### src/rtl/param_mul_and_acc.sv
// param_mul_and_acc: sequential shift-add multiply-accumulate unit.
// It accepts one operand pair in IDLE and then spends DATA_W cycles in MUL,
// doing one shift-add step per cycle. It then spends one cycle in ACC,
// where the signed or unsigned product is folded into the accumulator.
// Optional feature macro: PMAC_SATURATE_EN. When it is defined, an
// overflowing accumulate clamps to the mode's extreme value. Otherwise the
// accumulator wraps modulo 2^ACC_W. The overflow flag is sticky in both builds.
module param_mul_and_acc #(
  parameter int DATA_W = 8,
  parameter int ACC_W  = 24
) (
  input  logic              pmac_clk_i,
  input  logic              pmac_reset_i,
  input  logic [DATA_W-1:0] pmac_multiplicand_i,
  input  logic [DATA_W-1:0] pmac_multiplier_i,
  input  logic              pmac_valid_i,
  input  logic              pmac_signed_i,
  input  logic              pmac_clear_i,
  output logic [ACC_W-1:0]  pmac_result_o,
  output logic              fetching_input_o,
  output logic              updating_acc_result_o,
  output logic              pmac_overflow_o
);

  localparam int CNT_W  = (DATA_W > 2) ? $clog2(DATA_W) : 1;
  localparam int PROD_W = 2 * DATA_W;

  typedef enum logic [1:0] {
    IDLE = 2'd0,
    MUL  = 2'd1,
    ACC  = 2'd2
  } state_t;

  state_t state, state_next;

  logic [CNT_W-1:0]  cnt;
  logic              accept;
  logic              idle_clear;
  logic              last_step;

  // Operands captured at accept, kept as magnitudes plus a product sign.
  logic [PROD_W-1:0] mcand_p0;
  logic [DATA_W-1:0] mplier_p0;
  logic [PROD_W-1:0] prod_p0;
  logic              neg_p0;
  logic              sgn_p0;
  logic              clr_p0;

  // Accumulate-stage combinational values.
  logic [ACC_W-1:0]  prod_ext_p1;
  logic [ACC_W-1:0]  addend_p1;
  logic [ACC_W-1:0]  base_p1;
  logic [ACC_W:0]    sum_wide_p1;
  logic [ACC_W-1:0]  sum_p1;
  logic              ovf_p1;
  logic [ACC_W-1:0]  next_acc_p1;

  // Magnitude of an operand. The most negative value maps to 2^(DATA_W-1),
  // which still fits in DATA_W unsigned bits, so no precision is lost.
  function automatic logic [DATA_W-1:0] to_mag(input logic [DATA_W-1:0] x,
                                               input logic sgn);
    if (sgn && x[DATA_W-1])
      return ~x + 1'b1;
    else
      return x;
  endfunction

  // Signed mode: operands share a sign and the sum's sign differs.
  // Unsigned mode: carry out of the top accumulator bit.
  function automatic logic detect_ovf(input logic sgn,
                                      input logic base_msb,
                                      input logic add_msb,
                                      input logic sum_msb,
                                      input logic carry);
    if (sgn)
      return (base_msb == add_msb) && (sum_msb != base_msb);
    else
      return carry;
  endfunction

  // Extreme value for the active mode. In signed mode the overflow direction
  // follows the sign of the operands, which is the same as the base's sign.
  function automatic logic [ACC_W-1:0] sat_value(input logic sgn,
                                                 input logic base_msb);
    if (!sgn)
      return {ACC_W{1'b1}};
    else if (base_msb)
      return {1'b1, {(ACC_W-1){1'b0}}};
    else
      return {1'b0, {(ACC_W-1){1'b1}}};
  endfunction

  assign accept     = (state == IDLE) && pmac_valid_i;
  assign idle_clear = (state == IDLE) && !pmac_valid_i && pmac_clear_i;
  assign last_step  = (cnt == CNT_W'(DATA_W - 1));

  // State register and MUL step counter.
  always_ff @(posedge pmac_clk_i) begin
    if (pmac_reset_i) begin
      state <= IDLE;
      cnt   <= '0;
    end else begin
      state <= state_next;
      if (state == MUL)
        cnt <= last_step ? '0 : cnt + 1'b1;
      else
        cnt <= '0;
    end
  end

  // Next-state logic and handshake outputs.
  always_comb begin
    state_next            = state;
    fetching_input_o      = 1'b0;
    updating_acc_result_o = 1'b0;
    case (state)
      IDLE: begin
        fetching_input_o = 1'b1;
        if (pmac_valid_i)
          state_next = MUL;
      end
      MUL: begin
        if (last_step)
          state_next = ACC;
      end
      ACC: begin
        updating_acc_result_o = 1'b1;
        state_next            = IDLE;
      end
      default: state_next = IDLE;
    endcase
  end

  // ---- stage p0: operand capture and shift-add multiply ----
  // Captures operands at accept, then performs one shift-add step per MUL cycle.
  always_ff @(posedge pmac_clk_i) begin
    if (accept) begin
      mcand_p0  <= PROD_W'(to_mag(pmac_multiplicand_i, pmac_signed_i));
      mplier_p0 <= to_mag(pmac_multiplier_i, pmac_signed_i);
      prod_p0   <= '0;
      neg_p0    <= pmac_signed_i &
                   (pmac_multiplicand_i[DATA_W-1] ^ pmac_multiplier_i[DATA_W-1]);
      sgn_p0    <= pmac_signed_i;
      clr_p0    <= pmac_clear_i;
    end else if (state == MUL) begin
      prod_p0   <= prod_p0 + (mplier_p0[0] ? mcand_p0 : '0);
      mcand_p0  <= mcand_p0 << 1;
      mplier_p0 <= mplier_p0 >> 1;
    end
  end

  // ---- stage p1: sign restore, accumulate, overflow and clamp ----
  // Forms the accumulate result from the finished product and the current sum.
  always_comb begin
    prod_ext_p1 = ACC_W'(prod_p0);
    addend_p1   = neg_p0 ? (~prod_ext_p1 + 1'b1) : prod_ext_p1;
    base_p1     = clr_p0 ? '0 : pmac_result_o;
    sum_wide_p1 = {1'b0, base_p1} + {1'b0, addend_p1};
    sum_p1      = sum_wide_p1[ACC_W-1:0];
    ovf_p1      = detect_ovf(sgn_p0, base_p1[ACC_W-1], addend_p1[ACC_W-1],
                             sum_p1[ACC_W-1], sum_wide_p1[ACC_W]);
`ifdef PMAC_SATURATE_EN
    next_acc_p1 = ovf_p1 ? sat_value(sgn_p0, base_p1[ACC_W-1]) : sum_p1;
`else
    next_acc_p1 = sum_p1;
`endif
  end

  // Accumulator and sticky overflow. Both are updated in ACC and zeroed by a
  // clear in IDLE or by reset.
  always_ff @(posedge pmac_clk_i) begin
    if (pmac_reset_i) begin
      pmac_result_o   <= '0;
      pmac_overflow_o <= 1'b0;
    end else if (state == ACC) begin
      pmac_result_o   <= next_acc_p1;
      pmac_overflow_o <= clr_p0 ? ovf_p1 : (pmac_overflow_o | ovf_p1);
    end else if (idle_clear) begin
      pmac_result_o   <= '0;
      pmac_overflow_o <= 1'b0;
    end
  end

endmodule

### config.mk
export PLATFORM = sky130hd
export DESIGN_NAME = param_mul_and_acc
export DESIGN_NICKNAME = d
export VERILOG_FILES = /design/src/rtl/param_mul_and_acc.sv
export SDC_FILE = /design/constraint.sdc
export NUM_CORES = 1
export LEC_CHECK = 0
export ABC_AREA = 1
export CORE_ASPECT_RATIO = 1.4
export CORE_MARGIN = 2
export CORE_UTILIZATION = 59
export DETAILED_ROUTE_END_ITERATION = 10
export PLACE_DENSITY = 0.81
export SKIP_CTS_REPAIR_TIMING = 1
export SYNTH_ARGS = -nofsm -noshare
export SYNTH_HDL_FRONTEND = slang
export SYNTH_SLANG_ARGS = --single-unit
### constraint.sdc
create_clock -name pmac_clk_i -period 4.3 [get_ports pmac_clk_i]
set_clock_uncertainty 0.1 [all_clocks]
set_input_delay 1.075 -clock pmac_clk_i [delete_from_list [all_inputs] [get_ports pmac_clk_i]]
set_output_delay 1.075 -clock pmac_clk_i [all_outputs]
set_load 0.01 [all_outputs]
==> results by group <==
Power and ir drop
  • NetSw: 1.05 mW
  • Internal power: 1.60 mW
  • VDD IR max: 0.000307 V
  • Power per cell area: 405 nW/um2
  • Sequential share of power: 0.334
  • Combinational Power Share: 0.387
  • Switch share: 0.397
  • Clock share of power: 0.279
  • Leak: 3.18 nW

Detailed routing
  • Wirelength per Cell: 15.2 um
  • First drt pass iteration count: 5
  • Iteration-0 DRC Markers: 285
  • Vias per cell: 5.62
  • Drt drc: 0
  • Drt total wl: 15500 um
  • Post-route ant nets: 0
  • Total number of vias: 5727

Final layout
  • Most frequent cells in the layout: nand2_1 (195), inv_1 (140), a21oi_1 (88), nor2_1 (86)
  • Nets: 971
  • Storage element area: 1650 um2
  • Area growth from synthesis to layout: 14.7%
  • Most common cell after layout, fill and taps aside: nand2_1
  • Layout cells sized above 1: 0.0550
  • Number of diodes: 0
  • Fill cell count: 832
  • Multi-input logic area: 3420 um2
  • Final core utilization: 0.693

Critical path
  • Critical Path Most Common Cell: nand2_1
  • Critical Path End Type: flip-flop
  • Cell Chain, Critical Path: inv_1 > ha_1 > inv_1 > nor3_1 > nand2_1 > nor2_1 > nand3_1 > o31ai_1 > nand2_1 > xor2_1 > ha_1 > nand2_1 > nor2_1 > nand2_1 > nor2_1 > nand2_1 > nand3_1 > nand2_1 > nand3_1 > nand2_1 > nand2_1 > nand2_1 > nand2_1 > a21oi_1
  • Slowest stage delay, CP: 350 ps
  • Critical Path AT: 3660 ps
  • FF-to-FF path depth: 24
  • CP max stage cell: o31ai_1
  • CP max FO: 5
  • CP required: 4420 ps
  • WS Path Type: flip-flop to flip-flop
  • Startpoint Class: flip-flop

Synth
  • Synth Area in XOR/XNOR: 0.0475
  • Largest family of logic cells by synthesized area: simple AND/OR/NAND/NOR gates
  • Post-synthesis mux area share: 0
  • Syn Inst Count: 859
  • Sequential area share after synthesis: 0.289
  • Ys Warns: 0
  • Synth Area in Compound Gates: 0.187
  • Flop and latch count out of synthesis: 73
  • Netlist cell types: 48
  • Adder-cell share of the synthesized area: 0.103
  • Mapped Area: 5710 um2
  • EDFF count, synth: 19
  • Top_reg_cell synth: dfxtp_1
  • Syn_nets: 926
  • Simple-gate area share of the yosys netlist: 0.260
  • Synth Area per Inst: 6.65 um2
  • Post-synth ARST share: 0

STA
  • Slew headroom: 0.384
  • Final period util: 0.823
  • Post-layout minimum cycle time: 3540 ps
  • Final Hold Fails: 0
  • Fin Setup TNS: 0 ps
  • Fmax: 0.283 GHz
  • RSZ-0062 raised after global routing: false
  • Final slew viol count: 0
  • Slew @ Worst Pin: 925 ps
  • # setup viols final: 0

GRT
  • Largest net degree at the start of global routing: 31
  • GR Util All Layers: 0.305
  • First-pass GRT wire length: 25200 um
  • Grt total ovfl: 0
  • Initial antenna violation count: 0
  • Vias in the first global route: 5492

CTS
  • Clk Latency, worst-skew pair: 350 ps
  • Inserted Clock Buffers: 9
  • CTS sink cnt: 73
  • Clk root buf: clkbuf_16
  • CTS tree: done
  • Max clock buf depth: 2
  • H-Tree Depth: 3
  • Clock Pin Slew Worst Setup and Hold Paths: 60 ps

Floorplanning
  • Initial cell density of the core: 0.604
  • Boundary Pins: 48
  • Chip Height: 120 um
  • Row count: 42
  • Core region area: 9460 um2
  • Die Width: 87.2 um
  • Die ar.: 10500 um2

Placed design
  • DP HPWL: 12100 um
  • # port buffers: 47
  • GPL Wtd Cong: 0.990

Worst hold path
  • HP Class: flip-flop to flip-flop
  • Hold path depth: 1

Flow run
  • Max-Cap Viols: 0

Outcome
  • Status: complete, no violations
[critical path: cells and delay by family (launching register included)]
| family | cells | cell delay (ps) |
|---|---|---|
| AND/OR/NAND/NOR | 17 | 1720 |
| flip-flops | 1 | 310 |
| XOR/XNOR | 1 | 170 |
| buffers and inverters | 2 | 200 |
| adder cells (fa/ha/maj) | 2 | 510 |
| AO/OA/AOI/OAI | 2 | 400 |
[sequential cells by signal, indices dropped and copies added, names as in the netlist]
register         flops
prod_p0             16
clr_p0               1
pmac_result_o       24
cnt                  3
sgn_p0               1
neg_p0               1
mplier_p0            8
state                2
mcand_p0            16
pmac_overflow_o      1
[power groups by stage]
stage | sequential [mW] | clock, mW | combinational, mW
final | 0.887 | 0.740 | 1.03
after CTS | 0.886 | 0.747 | 1.02
after detailed placement | 0.901 | 0 | 1.01
after floorplan | 0.865 | 0 | 0.789
after global routing | 0.900 | 0.772 | 1.15
after global placement | 0.896 | 0 | 0.989
[per-stage QoR]
stage	power, mW	std cells	hold slack (ps)	setup WS, ps	cell area (um2)
6_report	2.66	1019	321	761	6550
3_3_place_gp	1.88	1003	308	878	6270
2_1_floorplan	1.65	859	299	1310	5710
5_1_grt	2.82	1019	353	359	6550
3_5_place_dp	1.91	1003	317	788	6270
4_1_cts	2.66	1019	326	765	6550
[metal layers]
layer / wire (um) / track usage / part of all wire / vias to the layer above
met5: 0 / 0 / 0 / -
met4: 769 / 0.158 / 0.050 / 0
met3: 517 / 0.0382 / 0.033 / 57
met2: 8220 / 0.567 / 0.53 / 156
met1: 6020 / 0.327 / 0.39 / 2636
li1: - / - / - / 2878
[synthesized netlist by cell type, types with 3 or more instances]
cell | count | area share
nand4_1 | 3 | 0.0033
dfxtp_1 | 54 | 0.19
clkbuf_1 | 13 | 0.0085
nand3_1 | 33 | 0.029
o211ai_1 | 3 | 0.0039
or2_2 | 9 | 0.0099
o21bai_1 | 5 | 0.0066
nor3_1 | 12 | 0.011
xor2_1 | 24 | 0.037
xnor2_1 | 7 | 0.011
a21o_1 | 8 | 0.011
edfxtp_1 | 19 | 0.10
o21ai_0 | 54 | 0.047
inv_2 | 3 | 0.0020
nand2_1 | 195 | 0.13
nor2_1 | 86 | 0.057
o21ai_1 | 3 | 0.0026
ha_1 | 44 | 0.096
a21oi_1 | 88 | 0.077
o22ai_1 | 12 | 0.013
buf_2 | 4 | 0.0035
a31oi_1 | 5 | 0.0055
inv_1 | 140 | 0.092
[final cells by class]
type	instances	area share
clock buffers	9	0.0344
multi-input cells	623	0.522
repair buffers	54	0.0798
clock inverters	7	0.00935
well taps	110	0.0210
inverters	143	0.0819
flip-flops and latches	73	0.252
[logic make-up (layout without fill, tap and decap cells)]
group / Yosys count / count (layout)
AOI/OAI and AO/OA: 192 / 192
xor gates and xnor gates: 31 / 31
adders and majority gates: 46 / 46
buffers and inverters: 163 / 213
DFF: 73 / 73
and+or+nand+nor: 354 / 354
[path summary, 6_finish.rpt]
path | from | to | slack, ps
max | prod_p0[1] | pmac_overflow_o | 760
min | cnt[0] | cnt[0] | 320
max reg2reg | prod_p0[1] | pmac_overflow_o | 760
min reg2reg | cnt[0] | cnt[0] | 320
No activity file was read; power rests on OpenSTA's default activity.
